==> src/rtl/oc8051_tmr01_pkg.sv <==
// Shared definitions for the 8051 timer/counter 0/1 block.
// Contents: SFR addresses owned by the timers, the TMOD mode encoding,
// TMOD field bit positions, and an address-ownership helper.
package oc8051_tmr01_pkg;

  // SFR addresses
  localparam logic [7:0] ADDR_TMOD = 8'h89;
  localparam logic [7:0] ADDR_TL0  = 8'h8a;
  localparam logic [7:0] ADDR_TL1  = 8'h8b;
  localparam logic [7:0] ADDR_TH0  = 8'h8c;
  localparam logic [7:0] ADDR_TH1  = 8'h8d;

  // Timer mode encoding (TMOD M1:M0)
  typedef enum logic [1:0] {
    MODE_13B   = 2'b00,
    MODE_16B   = 2'b01,
    MODE_8AR   = 2'b10,
    MODE_SPLIT = 2'b11
  } tmr_mode_e;

  // TMOD field bit indices inside one nibble; timer 1 nibble sits at TMOD_T1_OFS
  localparam int TMOD_M0     = 0;
  localparam int TMOD_M1     = 1;
  localparam int TMOD_CT     = 2;
  localparam int TMOD_GATE   = 3;
  localparam int TMOD_T1_OFS = 4;

  function automatic logic is_owned(input logic [7:0] addr);
    return (addr == ADDR_TMOD) || (addr == ADDR_TL0) || (addr == ADDR_TL1) ||
           (addr == ADDR_TH0) || (addr == ADDR_TH1);
  endfunction

endpackage

==> src/rtl/oc8051_tmr01_if.sv <==
// SFR bus between the core and the timer block.
// Handshake: there is no valid/ready pair; a write is accepted in the cycle
// where wr=1 and wr_bit=0, a read is continuous and data_out returns the
// register addressed by rd_addr one clock later.
//   wr_addr/rd_addr : SFR addresses
//   data_in         : write data
//   wr, wr_bit      : write strobe and bit-write qualifier
//   data_out        : registered read data
interface oc8051_tmr01_if;
  logic [7:0] wr_addr;
  logic [7:0] rd_addr;
  logic [7:0] data_in;
  logic       wr;
  logic       wr_bit;
  logic [7:0] data_out;

  modport master (output wr_addr, rd_addr, data_in, wr, wr_bit, input data_out);
  modport slave  (input wr_addr, rd_addr, data_in, wr, wr_bit, output data_out);
endinterface

==> src/rtl/oc8051_tmr_cnt.sv <==
// One TH/TL timer pair with mode logic and write override.
// Ports:
//   clk, rst      : clock, synchronous active-high reset
//   mode          : TMOD M1:M0 for this timer
//   en            : count enable (tick & run) for the main counter / TL
//   th_en         : independent TH increment, used only in MODE_SPLIT
//   wr_tl, wr_th  : byte writes; a write beats a count on the same register
//   data_in       : write data
//   tl, th        : register values
//   ovf           : combinational strobe, main counter (or TL in split) wraps
//   th_ovf        : combinational strobe, TH wraps in split mode
module oc8051_tmr_cnt
  import oc8051_tmr01_pkg::*;
#(
  parameter logic [7:0] RST_VAL = 8'h00
) (
  input  logic       clk,
  input  logic       rst,
  input  tmr_mode_e  mode,
  input  logic       en,
  input  logic       th_en,
  input  logic       wr_tl,
  input  logic       wr_th,
  input  logic [7:0] data_in,
  output logic [7:0] tl,
  output logic [7:0] th,
  output logic       ovf,
  output logic       th_ovf
);

  logic [7:0]  tl_nxt;
  logic [7:0]  th_nxt;
  logic [12:0] cnt13;
  logic [15:0] cnt16;

  assign cnt13 = {th, tl[4:0]} + 13'd1;
  assign cnt16 = {th, tl} + 16'd1;

  always_comb begin
    tl_nxt = tl;
    th_nxt = th;
    ovf    = 1'b0;
    th_ovf = 1'b0;
    case (mode)
      MODE_13B: if (en) begin
        // TL[7:5] is not part of the 13-bit count and is held
        tl_nxt = {tl[7:5], cnt13[4:0]};
        // a TL write also blocks the carry into TH
        if (!wr_tl) th_nxt = cnt13[12:5];
        ovf = (cnt13 == 13'd0) && !wr_tl && !wr_th;
      end
      MODE_16B: if (en) begin
        tl_nxt = cnt16[7:0];
        if (!wr_tl) th_nxt = cnt16[15:8];
        ovf = (cnt16 == 16'd0) && !wr_tl && !wr_th;
      end
      MODE_8AR: if (en) begin
        tl_nxt = (tl == 8'hff) ? th : tl + 8'd1;
        ovf    = (tl == 8'hff) && !wr_tl;
      end
      MODE_SPLIT: begin
        if (en) begin
          tl_nxt = tl + 8'd1;
          ovf    = (tl == 8'hff) && !wr_tl;
        end
        if (th_en) begin
          th_nxt = th + 8'd1;
          th_ovf = (th == 8'hff) && !wr_th;
        end
      end
      default: ;
    endcase
    if (wr_tl) tl_nxt = data_in;
    if (wr_th) th_nxt = data_in;
  end

  always_ff @(posedge clk) begin
    if (rst) begin
      tl <= RST_VAL;
      th <= RST_VAL;
    end else begin
      tl <= tl_nxt;
      th <= th_nxt;
    end
  end

endmodule

==> src/rtl/oc8051_tmr01.sv <==
// 8051 timer/counter 0 and 1: TMOD/TL0/TH0/TL1/TH1 SFRs, tick selection,
// gating, mode-3 split of timer 0 and overflow pulse routing.
// Ports:
//   clk, rst         : clock, synchronous active-high reset
//   sfr              : SFR bus (slave side)
//   tr0, tr1         : run bits from TCON
//   t0, t1           : external counter pins
//   int0_n, int1_n   : gate pins
//   pres_ow          : machine-cycle tick
//   tf0, tf1         : registered one-cycle overflow pulses to the interrupt controller
//   t1_ow            : registered timer 1 overflow pulse for the UART
module oc8051_tmr01
  import oc8051_tmr01_pkg::*;
#(
  parameter logic [7:0] TMOD_RST = 8'h00,
  parameter logic [7:0] TMR_RST  = 8'h00
) (
  input  logic                  clk,
  input  logic                  rst,
  oc8051_tmr01_if.slave         sfr,
  input  logic                  tr0,
  input  logic                  tr1,
  input  logic                  t0,
  input  logic                  t1,
  input  logic                  int0_n,
  input  logic                  int1_n,
  input  logic                  pres_ow,
  output logic                  tf0,
  output logic                  tf1,
  output logic                  t1_ow
);

  logic [7:0] tmod;
  logic [7:0] tl0, th0, tl1, th1;
  logic       wr_en;
  // [0],[1]: synchronizer, [2]: previous synchronized value
  logic [2:0] t0_sync, t1_sync;
  logic       fall0, fall1;
  tmr_mode_e  mode0, mode1;
  logic       split0;
  logic       run0, run1, en0, en1, th0_en;
  logic       ovf0, ovf1, th0_ovf, ovf1_unused;

  assign wr_en = sfr.wr && !sfr.wr_bit;

  always_ff @(posedge clk) begin
    if (rst) begin
      t0_sync <= 3'b111;
      t1_sync <= 3'b111;
    end else begin
      t0_sync <= {t0_sync[1:0], t0};
      t1_sync <= {t1_sync[1:0], t1};
    end
  end

  assign fall0 = t0_sync[2] && !t0_sync[1];
  assign fall1 = t1_sync[2] && !t1_sync[1];

  assign mode0  = tmr_mode_e'(tmod[TMOD_M1:TMOD_M0]);
  assign mode1  = tmr_mode_e'(tmod[TMOD_T1_OFS+TMOD_M1:TMOD_T1_OFS+TMOD_M0]);
  assign split0 = (mode0 == MODE_SPLIT);

  assign run0 = tr0 && (!tmod[TMOD_GATE] || int0_n);
  // while timer 0 is split, TH0 borrows tr1 and timer 1 runs on its gate alone
  assign run1 = (split0 || tr1) && (!tmod[TMOD_T1_OFS+TMOD_GATE] || int1_n);
  assign en0  = run0 && (tmod[TMOD_CT] ? fall0 : pres_ow);
  // timer 1 in mode 3 is halted
  assign en1  = run1 && (tmod[TMOD_T1_OFS+TMOD_CT] ? fall1 : pres_ow) &&
                (mode1 != MODE_SPLIT);
  assign th0_en = split0 && pres_ow && tr1;

  oc8051_tmr_cnt #(.RST_VAL(TMR_RST)) u_cnt0 (
    .clk    (clk),
    .rst    (rst),
    .mode   (mode0),
    .en     (en0),
    .th_en  (th0_en),
    .wr_tl  (wr_en && (sfr.wr_addr == ADDR_TL0)),
    .wr_th  (wr_en && (sfr.wr_addr == ADDR_TH0)),
    .data_in(sfr.data_in),
    .tl     (tl0),
    .th     (th0),
    .ovf    (ovf0),
    .th_ovf (th0_ovf)
  );

  oc8051_tmr_cnt #(.RST_VAL(TMR_RST)) u_cnt1 (
    .clk    (clk),
    .rst    (rst),
    .mode   (mode1),
    .en     (en1),
    .th_en  (1'b0),
    .wr_tl  (wr_en && (sfr.wr_addr == ADDR_TL1)),
    .wr_th  (wr_en && (sfr.wr_addr == ADDR_TH1)),
    .data_in(sfr.data_in),
    .tl     (tl1),
    .th     (th1),
    .ovf    (ovf1),
    .th_ovf (ovf1_unused)
  );

  always_ff @(posedge clk) begin
    if (rst) begin
      tmod  <= TMOD_RST;
      tf0   <= 1'b0;
      tf1   <= 1'b0;
      t1_ow <= 1'b0;
    end else begin
      if (wr_en && (sfr.wr_addr == ADDR_TMOD)) tmod <= sfr.data_in;
      tf0   <= ovf0;
      // split mode hands tf1 to TH0; timer 1 then only feeds the UART
      tf1   <= split0 ? th0_ovf : ovf1;
      t1_ow <= ovf1;
    end
  end

  always_ff @(posedge clk) begin
    if (rst) begin
      sfr.data_out <= 8'h00;
    end else if (wr_en && (sfr.wr_addr == sfr.rd_addr) && is_owned(sfr.rd_addr)) begin
      sfr.data_out <= sfr.data_in;
    end else begin
      case (sfr.rd_addr)
        ADDR_TMOD: sfr.data_out <= tmod;
        ADDR_TL0:  sfr.data_out <= tl0;
        ADDR_TL1:  sfr.data_out <= tl1;
        ADDR_TH0:  sfr.data_out <= th0;
        ADDR_TH1:  sfr.data_out <= th1;
        default:   sfr.data_out <= 8'h00;
      endcase
    end
  end

endmodule

==> src/flat_wrapper.sv <==
// flat-port wrapper written by rule: the top's interface ports become plain ports
module oc8051_tmr01_flat import oc8051_tmr01_pkg::*;
#(
  parameter logic [7:0] TMOD_RST = 8'h00,
  parameter logic [7:0] TMR_RST  = 8'h00
)
  (clk, rst, tr0, tr1, t0, t1, int0_n, int1_n, pres_ow, tf0, tf1, t1_ow, sfr_wr_addr, sfr_rd_addr, sfr_data_in, sfr_wr, sfr_wr_bit, sfr_data_out);
  oc8051_tmr01_if sfr_i ();
  input  logic clk;
  input  logic rst;
  input  logic tr0;
  input  logic tr1;
  input  logic t0;
  input  logic t1;
  input  logic int0_n;
  input  logic int1_n;
  input  logic pres_ow;
  output logic tf0;
  output logic tf1;
  output logic t1_ow;
  input wire logic [$bits(sfr_i.wr_addr)-1:0] sfr_wr_addr;
  input wire logic [$bits(sfr_i.rd_addr)-1:0] sfr_rd_addr;
  input wire logic [$bits(sfr_i.data_in)-1:0] sfr_data_in;
  input wire logic [$bits(sfr_i.wr)-1:0] sfr_wr;
  input wire logic [$bits(sfr_i.wr_bit)-1:0] sfr_wr_bit;
  output wire logic [$bits(sfr_i.data_out)-1:0] sfr_data_out;
  assign sfr_i.wr_addr = sfr_wr_addr;
  assign sfr_i.rd_addr = sfr_rd_addr;
  assign sfr_i.data_in = sfr_data_in;
  assign sfr_i.wr = sfr_wr;
  assign sfr_i.wr_bit = sfr_wr_bit;
  assign sfr_data_out = sfr_i.data_out;
  oc8051_tmr01 #(.TMOD_RST(TMOD_RST), .TMR_RST(TMR_RST)) u_core (.clk(clk), .rst(rst), .sfr(sfr_i), .tr0(tr0), .tr1(tr1), .t0(t0), .t1(t1), .int0_n(int0_n), .int1_n(int1_n), .pres_ow(pres_ow), .tf0(tf0), .tf1(tf1), .t1_ow(t1_ow));
endmodule
==> config.mk <==
export PLATFORM = sky130hd
export DESIGN_NAME = oc8051_tmr01_flat
export DESIGN_NICKNAME = d
export VERILOG_FILES = /design/src/rtl/oc8051_tmr01_pkg.sv /design/src/rtl/oc8051_tmr01_if.sv /design/src/rtl/oc8051_tmr_cnt.sv /design/src/rtl/oc8051_tmr01.sv /design/src/flat_wrapper.sv
export SDC_FILE = /design/constraint.sdc
export NUM_CORES = 1
export LEC_CHECK = 0
export ABC_CLOCK_PERIOD_IN_PS = 5600
export BUFFER_PORTS_ARGS = -buffer_cell sky130_fd_sc_hd__buf_2
export CAP_MARGIN = 10
export CORE_UTILIZATION = 56
export CTS_BUF_LIST = sky130_fd_sc_hd__clkbuf_8 sky130_fd_sc_hd__clkbuf_16
export DETAILED_ROUTE_END_ITERATION = 6
export GPL_TIMING_DRIVEN = 1
export PLACE_DENSITY = 0.74
export SLEW_MARGIN = 0
export SYNTH_ARGS = -nofsm -noshare
export SYNTH_HDL_FRONTEND = slang
export SYNTH_HIERARCHICAL = 1
export SYNTH_SLANG_ARGS = --single-unit
==> constraint.sdc <==
create_clock -name clk -period 5.6 [get_ports clk]
set_input_delay 0.56 -clock clk [delete_from_list [all_inputs] [get_ports clk]]
set_output_delay 0.56 -clock clk [all_outputs]
set_load 0.05 [all_outputs]
### Word-level counts from Yosys, hierarchy flattened

Cells that the tools add are included.

* bits in registers: 57
* bits of input ports: 35
* output and inout port bits: 11

* $add $sub $neg: 7
* equal/unequal tests: 40
* multiplexer cells: 41
* reductions and logical operators: 60

Operators by type and width (number)
* 8-bit 2-to-1 mux: 22
* 8-bit == test, second input constant: 13
* 8-bit case mux with 4 select lines: 2
* 8-bit case mux with 5 select lines: 1
* 3-bit by 2-bit != test with 1-bit output, second input constant: 11
* 16-bit by 1-bit adder with 16-bit output, second input constant: 2
* 16-bit zero test: 2
* 1-bit logical AND: 28
* 13-bit by 1-bit adder with 13-bit output, second input constant: 2
* 13-bit zero test: 2
* 8-bit by 1-bit adder with 8-bit output, second input constant: 3
* 8-bit case mux with 3 select lines: 1
* 3-bit != test, second input constant: 6
* 8-bit case mux with 2 select lines: 1
* 4-bit AND reduction: 4
* 1-bit 2-to-1 mux: 10
* 5-bit 2-to-1 mux: 2
* 1-bit zero test: 9
* 2-bit == test, second input constant: 4
* 8-bit == test: 1
* 1-bit logical OR: 7
* 2-bit != test, second input constant: 3
* 1-bit case mux with 3 select lines: 2
* 6-bit AND reduction: 1
* 6 further kinds: 9

### Longest topological paths before layout

* depth in word-level cells: 9
* gate-level depth with buffers: 12
* mapped depth without buffers: 11

### By module

The synthesis kept the hierarchy.

Modules (own cells, without submodules)
* oc8051_tmr_cnt: times used 2, cells an instance 271, area each 1934.4 µm²
* oc8051_tmr01: times used 1, cells an instance 157, area each 1472.7 µm²

### Least setup slack after synthesis

Ideal clock, no wire load.

* path kind: in2reg
* start: input sfr_wr_addr[4]
* end: register u_core.tf0
* arrival time: 2.439 ns
* data required time: 5.486 ns
* slack: 3.047 ns
* stages: 9
* buffers on the path: 0
* cell sequence: nor3_1 -> nand4_1 -> nor4b_1 -> nand4b_1 -> nor3_1 -> o2111a_1 -> a31oi_1 -> o41ai_2 -> nor2b_1

* word-level cells in the longest chain between the ends: 7

RTL lines
* start: declaration: RTL line flat_wrapper.sv:21 `input wire logic [$bits(sfr_i.wr_addr)-1:0] sfr_wr_addr;`
* 8-bit == test: RTL line oc8051_tmr01.sv:78 `.wr_tl (wr_en && (sfr.wr_addr == ADDR_TL0)),`
* 1-bit logical AND: RTL line oc8051_tmr01.sv:78
* 1-bit zero test
* 1-bit logical AND (on tied branches) (2 in series): RTL line oc8051_tmr_cnt.sv:55, oc8051_tmr_cnt.sv:50
* 1-bit 2-to-1 mux (on tied branches): RTL line oc8051_tmr_cnt.sv:52, oc8051_tmr_cnt.sv:45
* 1-bit case mux with 3 select lines *: RTL line oc8051_tmr_cnt.sv:44 `case (mode)`
* named net u_core.ovf0: RTL line oc8051_tmr01.sv:42 `logic ovf0, ovf1, th0_ovf, ovf1_unused;`
* end signal: assignment: RTL line oc8051_tmr01.sv:110 `tf0 <= ovf0;`
* end: declaration: RTL line oc8051_tmr01.sv:28 `output logic tf0,`

The timed path passes the listed nets; every way through them passes the cells marked *.
A chain may end at the register's enable or synchronous reset.

### Worst setup path in the final report

* start: register u_core.tmod[1]
* end: register u_core.tf1

* word-level cells in the longest chain between the ends: 8

RTL lines
* start: declaration: RTL line oc8051_tmr01.sv:33 `logic [7:0] tmod;`
* start signal: assignment: RTL line oc8051_tmr01.sv:109 `if (wr_en && (sfr.wr_addr == ADDR_TMOD)) tmod <= sfr.data_in;`
* 2-bit == test *: RTL line oc8051_tmr01.sv:61 `assign split0 = (mode0 == MODE_SPLIT);`
* 1-bit logical OR *: RTL line oc8051_tmr01.sv:65 `assign run1 = (split0 || tr1) && (!tmod[TMOD_T1_OFS+TMOD_GATE] || int1_n);`
* 1-bit logical AND *: RTL line oc8051_tmr01.sv:65
* 1-bit logical AND * (2 in series): RTL line oc8051_tmr01.sv:68 `assign en1 = run1 && (tmod[TMOD_T1_OFS+TMOD_CT] ? fall1 : pres_ow) &&`
* named net u_core.en1: RTL line oc8051_tmr01.sv:41 `logic run0, run1, en0, en1, th0_en;`
* 1-bit 2-to-1 mux (on tied branches)
* 1-bit case mux with 3 select lines *: RTL line oc8051_tmr_cnt.sv:44
* named net u_core.ovf1: RTL line oc8051_tmr01.sv:42
* 1-bit 2-to-1 mux *: RTL line oc8051_tmr01.sv:112 `tf1 <= split0 ? th0_ovf : ovf1;`
* end signal: assignment: RTL line oc8051_tmr01.sv:112
* end: declaration: RTL line oc8051_tmr01.sv:29 `output logic tf1,`

Marked as above.

==> impl_metrics.csv <==
group,metric,value,unit
setup_path,r2r_cells,9,
clocking,tritoncts,"done",
pwr,switching_share,28.83,%
clocking,cts_hold_buf,0,
final_layout,utilization,60.42,%
floorplanning,ios,46,
final_layout,regArea,0.001141,mm^2
placed_design,place.gp.congestion,0.9224,
setup_path,reg2reg_setup_slack,2470,ps
setup_path,crit_end,"u_core/tf1",
final_layout,syn_to_final_growth,4.840,%
pwr,vdd_drop_max,95.11,uV
route,routedWlPerCell,18.99,um
floorplanning,die_y,99.52,um
clocking,cts-resized-gates,0,
final_layout,multi_input_area,0.003691,mm^2
global_routing,grt_pass1_wl,25730,um
yosys,synthCells,696,
route,viasPerCell,6.668,
setup_path,endpoint_kind,"register",
yosys,syn_area,0.005325,mm^2
clocking,path_clk_slew,70,ps
final_layout,num_antenna_cells,0,
global_routing,antenna_found_initial,0,
global_routing,grt_util_all_layers,32.96,%
clocking,cts_buffer_depth,2,
floorplanning,core,0.009240,mm^2
floorplanning,rows,35,
setup_path,critPathKind,"reg -> reg",
pwr,power_switching,270.4,uW
sta,setup_tns,0,ps
outcome,status,"finished clean",
setup_path,start_kind,"register",
pwr,internal-power,667.6,uW
setup_path,required,5880,ps
pwr,p_seq_share,46.7,%
route,drt_first_iter_violations,571,
placed_design,hpwl,11300,um
clocking,clk_latency,340,ps
pwr,clkPwrFrac,40.6,%
sta,timing.final.crit_share,55.87,%
floorplanning,die-area,0.009903,mm^2
yosys,syn_area_per_cell,7.651,um^2
clocking,cts_buffers,9,
placed_design,portBuffers,45,
route,drt_first_pass_iters,5,
sta,maxSlewViolCount,0,
yosys,ys.warnings.count,6,
route,drcViolationCount,0,
final_layout,stdcell_area,0.005583,mm^2
global_routing,grt_pass1_vias,5085,
clocking,clock_sinks,57,
setup_path,critical_path.reg2reg.startpoint,"u_core/tmod[1]",
final_layout,drive_gt1_share,15.82,%
floorplanning,start_util,57.63,%
pwr,power.total,938.1,uW
pwr,p_comb_share,12.7,%
pwr,power_density,168.0,mW/mm^2
setup_path,r2r_end,"u_core/tf1",
final_layout,fin_nets,752,
route,route.vias.total,5581,
setup_path,crit_arrival,3400,ps
sta,worst_slew_pin_slew,1071,ps
pwr,leakage,0.002053,uW
sta,setup_viol,0,
clocking,cts_setup_buffers,0,
global_routing,grt-ovfl-total,0,
route,postRouteAntennaNets,0,
setup_path,setup.worst_path.start,"u_core/tmod[1]",
route,wirelength,15900,um
sta,finalClockSkew,3.855,ps
sta,rsz0062_at_grt,"false",
sta,max_freq,0.3196,GHz
min_path,hp-class,"in -> reg",
sta,max_slew_margin,26.74,%
placed_design,placed_area,0.005388,mm^2
global_routing,grt_start_max_net_pins,47,
floorplanning,die_width,99.52,um
run,cap_violations,0,
clocking,htreeDepth,3,
sta,hold_violations,0,
final_layout,fill_cells,827,
clocking,cts-root-buf,"clkbuf_8",
sta,period_needed,3129,ps
setup_path,crit_fanout,8,
worst max-delay path, cell delays in order (launching register included):
cell       delay, ps
dfxtp_1          470
a21oi_1          110
a2111oi_0        940
nor2b_1          330
nand4b_1         120
nor3_1           230
nand4_1          160
o41ai_2          480
nand2_1           90
a21oi_1          140
how the worst min path moves through the flow:
stage	endpoint	from	depth (start not counted)	slack, ps
4_1_cts	u_core/t0_sync[0]	t0	2	390
5_1_grt	u_core/t1_sync[0]	t1	2	390
2_1_floorplan	u_core/t0_sync[1]	u_core/t0_sync[0]	1	390
6_report	u_core/t0_sync[0]	t0	2	400
3_5_place_dp	u_core/t0_sync[1]	u_core/t0_sync[0]	1	400
3_3_place_gp	u_core/t1_sync[1]	u_core/t1_sync[0]	1	390
power groups by stage:
stage	registers, uW	logic, uW	clock network (uW)
6_report	438	119	381
5_1_grt	440	129	409
4_1_cts	437	117	388
3_5_place_dp	446	116	0
3_3_place_gp	445	113	0
2_1_floorplan	432	87.3	0
cell type report:
class	instances	share of cell area [%]
multi-input cells	549	66.11
clock inverters	7	1.277
flip-flops and latches	57	20.44
inverters	37	2.488
clock buffers	9	2.219
well taps	129	2.891
repair buffers	49	4.572
sequential cells by signal, indices dropped and copies added (netlist names):
signal	cells
u_core/sfr.data_out	8
u_core/t0_sync	3
u_core/t1_ow	1
u_core/t1_sync	3
u_core/tf0	1
u_core/tf1	1
u_core/tmod	8
u_core/u_cnt0/th	8
u_core/u_cnt0/tl	8
u_core/u_cnt1/th	8
u_core/u_cnt1/tl	8
metrics by stage:
stage | hold WS (ps) | instances | worst slack [ps]
after floorplan | 389.5 | 697 | 3047
after global placement | 391.3 | 821 | 2499
after detailed placement | 398.6 | 821 | 2402
after CTS | 389.7 | 837 | 2533
after global routing | 394.9 | 837 | 2304
final | 401.2 | 837 | 2471
per-layer routing:
metal  vias to the layer above  wire [um]  track usage, %  part of all wire, %
li1                       2635          -               -                    -
met1                      2554       6323           42.53                   40
met5                         -          0               0                    0
met4                         0        646           16.06                  4.1
met3                        59       1427           4.498                  9.0
met2                       333       7501           54.27                   47
cell usage in the layout, fill, tap and decap left out, drive strengths merged, types with 4 or more instances in the layout:
master	n
a211oi	14
a21boi	4
a21oi	34
a221oi	14
a22o	7
a22oi	11
a31o	5
a31oi	16
a32oi	4
and3	13
and4	6
buf	49
clkbuf	9
dfxtp	57
ha	14
inv	39
mux2	4
mux2i	19
nand2	51
nand2b	4
nand3	37
nand4	14
nand4b	7
nor2	63
nor2b	16
nor3	30
nor3b	4
nor4	7
o21ai	31
o221a	4
o221ai	6
o22ai	13
o2bb2ai	7
o311ai	6
o32ai	5
or2	12
xnor2	19
xor2	13
(Power assumes the default switching activity.)
